==> config.mk <==
export PLATFORM = sky130hd
export DESIGN_NAME = uart_sequencer
export DESIGN_NICKNAME = d
export VERILOG_FILES = /design/src/rtl/uart_sequencer.sv
export SDC_FILE = /design/constraint.sdc
export NUM_CORES = 1
export LEC_CHECK = 0
export ABC_AREA = 1
export CORE_MARGIN = 3
export CORE_UTILIZATION = 63
export DETAILED_ROUTE_END_ITERATION = 16
export DONT_BUFFER_PORTS = 1
export MAX_ROUTING_LAYER = met4
export PLACE_DENSITY = 0.8
export SLEW_MARGIN = 20
export SYNTH_ARGS = -nofsm -noshare
export SYNTH_HDL_FRONTEND = slang
export SYNTH_SLANG_ARGS = --single-unit
==> constraint.sdc <==
create_clock -name clk -period 2.7 [get_ports clk]
set_clock_uncertainty 0.2 [all_clocks]
set_input_delay 0.54 -clock clk [delete_from_list [all_inputs] [get_ports clk]]
set_output_delay 0.54 -clock clk [all_outputs]
set_load 0.03 [all_outputs]
==> src/rtl/uart_sequencer.sv <==
// Bus master for a single UART: programs CLK_DIV, polls STATUS, drains a TX FIFO
// into DATA and hands received bytes to a valid/ready consumer (RX has priority).
module uart_sequencer #(
    parameter logic [15:0] CLK_DIV_RESET = 16'd103,
    parameter int unsigned TX_DEPTH      = 4
) (
    input  logic        clk,
    input  logic        reset_n,
    input  logic        tx_valid_in,
    output logic        tx_ready_out,
    input  logic [7:0]  tx_data_in,
    output logic        rx_valid_out,
    input  logic        rx_ready_in,
    output logic [7:0]  rx_data_out,
    input  logic [15:0] clk_div_in,
    input  logic        clk_div_load_in,
    output logic        busy_out,
    output logic [31:0] address_out,
    output logic        sel_out,
    output logic        read_out,
    input  logic [31:0] read_value_in,
    output logic [3:0]  write_mask_out,
    output logic [31:0] write_value_out
);

    localparam int unsigned PW = $clog2(TX_DEPTH);
    localparam int unsigned CW = PW + 1;
    localparam logic [CW-1:0] FULL = CW'(TX_DEPTH);

    typedef enum logic [1:0] {
        S_INIT,
        S_POLL,
        S_RX_RD,
        S_TX_WR
    } state_t;

    state_t          r_state;
    state_t          w_next;
    logic [7:0]      r_fifo [TX_DEPTH];
    logic [PW-1:0]   r_wr_ptr;
    logic [PW-1:0]   r_rd_ptr;
    logic [CW-1:0]   r_count;
    logic            r_rx_valid;
    logic [7:0]      r_rx_data;
    logic [15:0]     r_clk_div;
    logic            r_load_pending;
    logic            w_push;
    logic            w_pop;
    logic [1:0]      w_st;
    logic            w_unused_rd;

    assign w_st         = read_value_in[1:0];
    assign w_unused_rd  = ^read_value_in[31:8];
    assign tx_ready_out = (r_count != FULL);
    assign w_push       = tx_valid_in & tx_ready_out;
    assign w_pop        = (r_state == S_TX_WR);
    assign rx_valid_out = r_rx_valid;
    assign rx_data_out  = r_rx_data;
    assign busy_out     = (r_count != '0) | (r_state != S_POLL);

    always_ff @(posedge clk or negedge reset_n) begin
        if (!reset_n) begin
            r_state <= S_INIT;
        end else begin
            r_state <= w_next;
        end
    end

    // POLL decisions use the registered FIFO count and rx_valid, so a same-cycle
    // push or consumer handshake only becomes visible on the following POLL.
    always_comb begin
        w_next          = r_state;
        address_out     = '0;
        sel_out         = 1'b1;
        read_out        = 1'b0;
        write_mask_out  = '0;
        write_value_out = '0;
        case (r_state)
            S_INIT: begin
                address_out     = 32'h0;
                write_mask_out  = 4'b0011;
                write_value_out = {16'b0, r_clk_div};
                w_next          = S_POLL;
            end
            S_POLL: begin
                address_out = 32'h4;
                read_out    = 1'b1;
                if (r_load_pending) begin
                    w_next = S_INIT;
                end else if (w_st[1] && !r_rx_valid) begin
                    w_next = S_RX_RD;
                end else if (w_st[0] && (r_count != '0)) begin
                    w_next = S_TX_WR;
                end else begin
                    w_next = S_POLL;
                end
            end
            S_RX_RD: begin
                address_out = 32'h8;
                read_out    = 1'b1;
                w_next      = S_POLL;
            end
            S_TX_WR: begin
                address_out     = 32'h8;
                write_mask_out  = 4'b0001;
                write_value_out = {24'b0, r_fifo[r_rd_ptr]};
                w_next          = S_POLL;
            end
            default: w_next = S_INIT;
        endcase
    end

    always_ff @(posedge clk) begin
        if (w_push) begin
            r_fifo[r_wr_ptr] <= tx_data_in;
        end
    end

    always_ff @(posedge clk or negedge reset_n) begin
        if (!reset_n) begin
            r_wr_ptr <= '0;
            r_rd_ptr <= '0;
            r_count  <= '0;
        end else begin
            if (w_push) begin
                r_wr_ptr <= r_wr_ptr + 1'b1;
            end
            if (w_pop) begin
                r_rd_ptr <= r_rd_ptr + 1'b1;
            end
            case ({w_push, w_pop})
                2'b10:   r_count <= r_count + 1'b1;
                2'b01:   r_count <= r_count - 1'b1;
                default: r_count <= r_count;
            endcase
        end
    end

    always_ff @(posedge clk or negedge reset_n) begin
        if (!reset_n) begin
            r_rx_valid <= 1'b0;
            r_rx_data  <= '0;
        end else if (r_state == S_RX_RD) begin
            r_rx_data  <= read_value_in[7:0];
            r_rx_valid <= 1'b1;
        end else if (r_rx_valid && rx_ready_in) begin
            r_rx_valid <= 1'b0;
        end
    end

    // A load arriving while INIT is on the bus wins over INIT's clear,
    // forcing a second INIT with the new divider.
    always_ff @(posedge clk or negedge reset_n) begin
        if (!reset_n) begin
            r_clk_div      <= CLK_DIV_RESET;
            r_load_pending <= 1'b0;
        end else if (clk_div_load_in) begin
            r_clk_div      <= clk_div_in;
            r_load_pending <= 1'b1;
        end else if (r_state == S_INIT) begin
            r_load_pending <= 1'b0;
        end
    end

endmodule

==> summary.txt <==
Run status
  – Status: finished, final reports clean

STA
  – Final Cycle Share: 0.949
  – Final hold violation count: 0
  – Relative slew slack: 0.635
  – F_max: 390 MHz
  – Final min period: 2560 ps
  – RSZ-0062 raised after global routing: no
  – Slew Viols, Final: 0
  – Fin Setup TNS: 0 ps
  – Setup violations, final: 0
  – Fin worst setup slack: 138 ps
  – Actual slew at the worst max-slew pin: 545 ps

Worst hold path
  – Min-delay worst type: primary input to flop
  – Hold Path Stages: 2
  – Hold path endpoint: r_clk_div[2]
  – Hold_sp: clk_div_load_in

Global route
  – First-pass GRT wire length: 9.07 mm
  – Global routing usage on met2: 0.291
  – Grt ovf: 0
  – Pin count of the biggest net entering global routing: 36
  – Layer with the highest usage: met2
  – Number of global-route vias before repair: 1,995
  – Initial antenna violation count: 0
  – M1 GR Usage: 0.240
  – Total GRT Usage: 0.195
  – Grt met3 use: 0.0661

Synth
  – Sequential area share after synthesis: 0.529
  – Cell count after synthesis: 389
  – Post-synthesis register bit count: 67
  – Netlist cell types: 22
  – Post-Syn Area: 3490 µm²
  – Average size of a mapped cell: 8.96 µm²
  – Top cell type by total area after synthesis: edfxtp_1
  – Yosys warnings: 0
  – Top-area cell type share of the netlist area: 0.276
  – Top cells by area, synth: edfxtp_1 (28%), dfrtp_1 (22%), nand2_1 (15%)

Die
  – Initial Util: 0.666
  – Die X: 80.4 µm
  – Die footprint: 6460 µm²
  – Number of cell rows: 26
  – Core area: 5240 µm²
  – Die height: 80.4 µm
  – IO Count: 142

Place
  – PortBufs: 0
  – Dpl ws: 406 ps
  – DP Wirelength: 4.26 mm
  – Gpl congestion: 0.750

Worst setup path
  – Crit end category: output pin
  – Worst EP required: 1960 ps
  – Critical path's top delay family: flip-flops
  – Type of origin of the critical path: flop
  – Most frequent CP cell: nand2_1
  – R2r startpoint: r_state[0]
  – CP Class: flop to output pin
  – WP data arrival: 1820 ps
  – Crit-path cells: clkinv_1, nand3_1, nand2_1, nand2_1, a21oi_2
  – Reg2Reg Depth: 7
  – Reg-to-Reg End: r_count[2]
  – R2r setup slk: 450 ps
  – Crit path buf inv count: 1
  – Crit-path max FO: 9
  – Max incr delay on CP: 510 ps
  – Crit-path slowest cell: dfrtp_1

Route
  – Total iterations of the first detailed-routing run: 4
  – Wire per inst: 12.6 µm
  – DRC Markers: 0
  – Vias: 2,268
  – Routed WL: 5.95 mm
  – Antenna Nets Post-Route: 0
  – Initial DRC count: 172
  – Via/cell ratio: 4.82

Job
  – Max-cap check violation count: 0

Final layout
  – Fill cell count: 390
  – Most common cell after layout, fill and taps aside: nand2_1
  – Commonest cells after routing, fill and taps aside: nand2_1 (135), inv_1 (56), conb_1 (49), edfxtp_1 (32), dfrtp_1 (30)
  – Nets: 468
  – Final core utilization: 0.689
  – Layout cell share with drive strength beyond 1: 0.105
  – Area Overhead vs Synth: 3.59%
  – N_diodes: 0

CTS
  – CTS max path bufs: 2
  – Clock-pin slew on the worst setup and hold paths: 70 ps
  – H-Tree Level Count: 3
  – TritonCTS buffer count: 9
  – Later-pin clock latency in the skew report: 340 ps
  – Post-CTS setup buffer count: 0
  – Clock Tree Root: clkbuf_8
  – TritonCTS clock tree: done
  – CTS Sinks: 67

Power and ir drop
  – Pwr dens: 1090 nW/µm²
  – Leak Pwr: 1.85 nW
  – Worst vdd ir: 0.810 mV
## cell usage after synthesis
cell and n:
buf_4 52, edfxtp_1 32, xor2_1 4, ha_1 10
nand2_1 135, a21oi_1 3, xnor2_1 1, buf_6 2
nand2_2 3, o21ai_0 6, clkinv_1 3, inv_1 56
dfstp_2 5, inv_4 1, a21oi_2 8, dfrtp_1 30
conb_1 2, nand3_1 18, nor2_1 9, buf_2 7
fa_1 1, nand4_1 1
## routing by layer
metal  routed length [µm]  vias up
met5                    0        -
met4                  103        0
met3                  554       10
met2                 2880      104
met1                 2410     1065
li1                     -     1089
## final cells by class
type	instances	area [µm²]	area share
multi-input combinational	248	1150	0.317
timing repair buffer	10	90.1	0.0249
clock inverter	7	92.6	0.0256
tap	70	87.6	0.0243
sequential	67	1840	0.510
inverter	60	228	0.0631
clock buffer	9	124	0.0343
## worst max path at each step
stage,slack [ps],cells past startpoint,from,to
5_1_grt,70,5,r_rd_ptr[1],write_value_out[3]
2_1_floorplan,380,9,r_count[0],r_count[2]
4_1_cts,30,3,r_state[1],write_mask_out[0]
3_5_place_dp,410,3,r_state[0],write_mask_out[0]
6_report,140,5,r_rd_ptr[1],write_value_out[3]
3_3_place_gp,440,3,r_state[0],write_mask_out[0]
## cell families after synthesis
family          after synthesis  synth area share
fa+ha+maj                    11            0.0416
xor+xnor                      5            0.0126
flops                        67             0.529
buf+inv                     121             0.194
simple gates                166             0.188
compound gates               17            0.0330
other cells                   2           0.00215
## report_power, final
part	leakage (nW)	total [W]	internal [W]	switching (W)
Combinational	1.04	0.00144	0.000383	0.00105
Clock	0.103	0.000888	0.000516	0.000372
Sequential	0.706	0.00162	0.00134	0.000279
## sequential cells by signal, indices dropped and copies added (netlist names)
signal,cells
r_wr_ptr,2
r_clk_div,16
r_fifo,32
r_count,3
rx_valid_out,1
r_state,2
r_rd_ptr,2
r_load_pending,1
rx_data_out,8
## repair_timing
item / CTS / global route
setup endpoints to repair: 0 / 8
hold buffers: 2 / 0
resized for setup: 0 / 1
endpoints found under the hold margin: 35 / 0
## stage by stage
stage	cells	area [µm²]	power [W]	hold WS, ps
after floorplan	436	3660	0.00285	44.4
after global placement	453	3360	0.00299	45.1
after detailed placement	453	3360	0.00305	45.1
after CTS	471	3610	0.00395	73.2
after global routing	471	3610	0.00419	72.1
final	471	3610	0.00394	84.8
No activity file was read; power rests on OpenSTA's default activity.
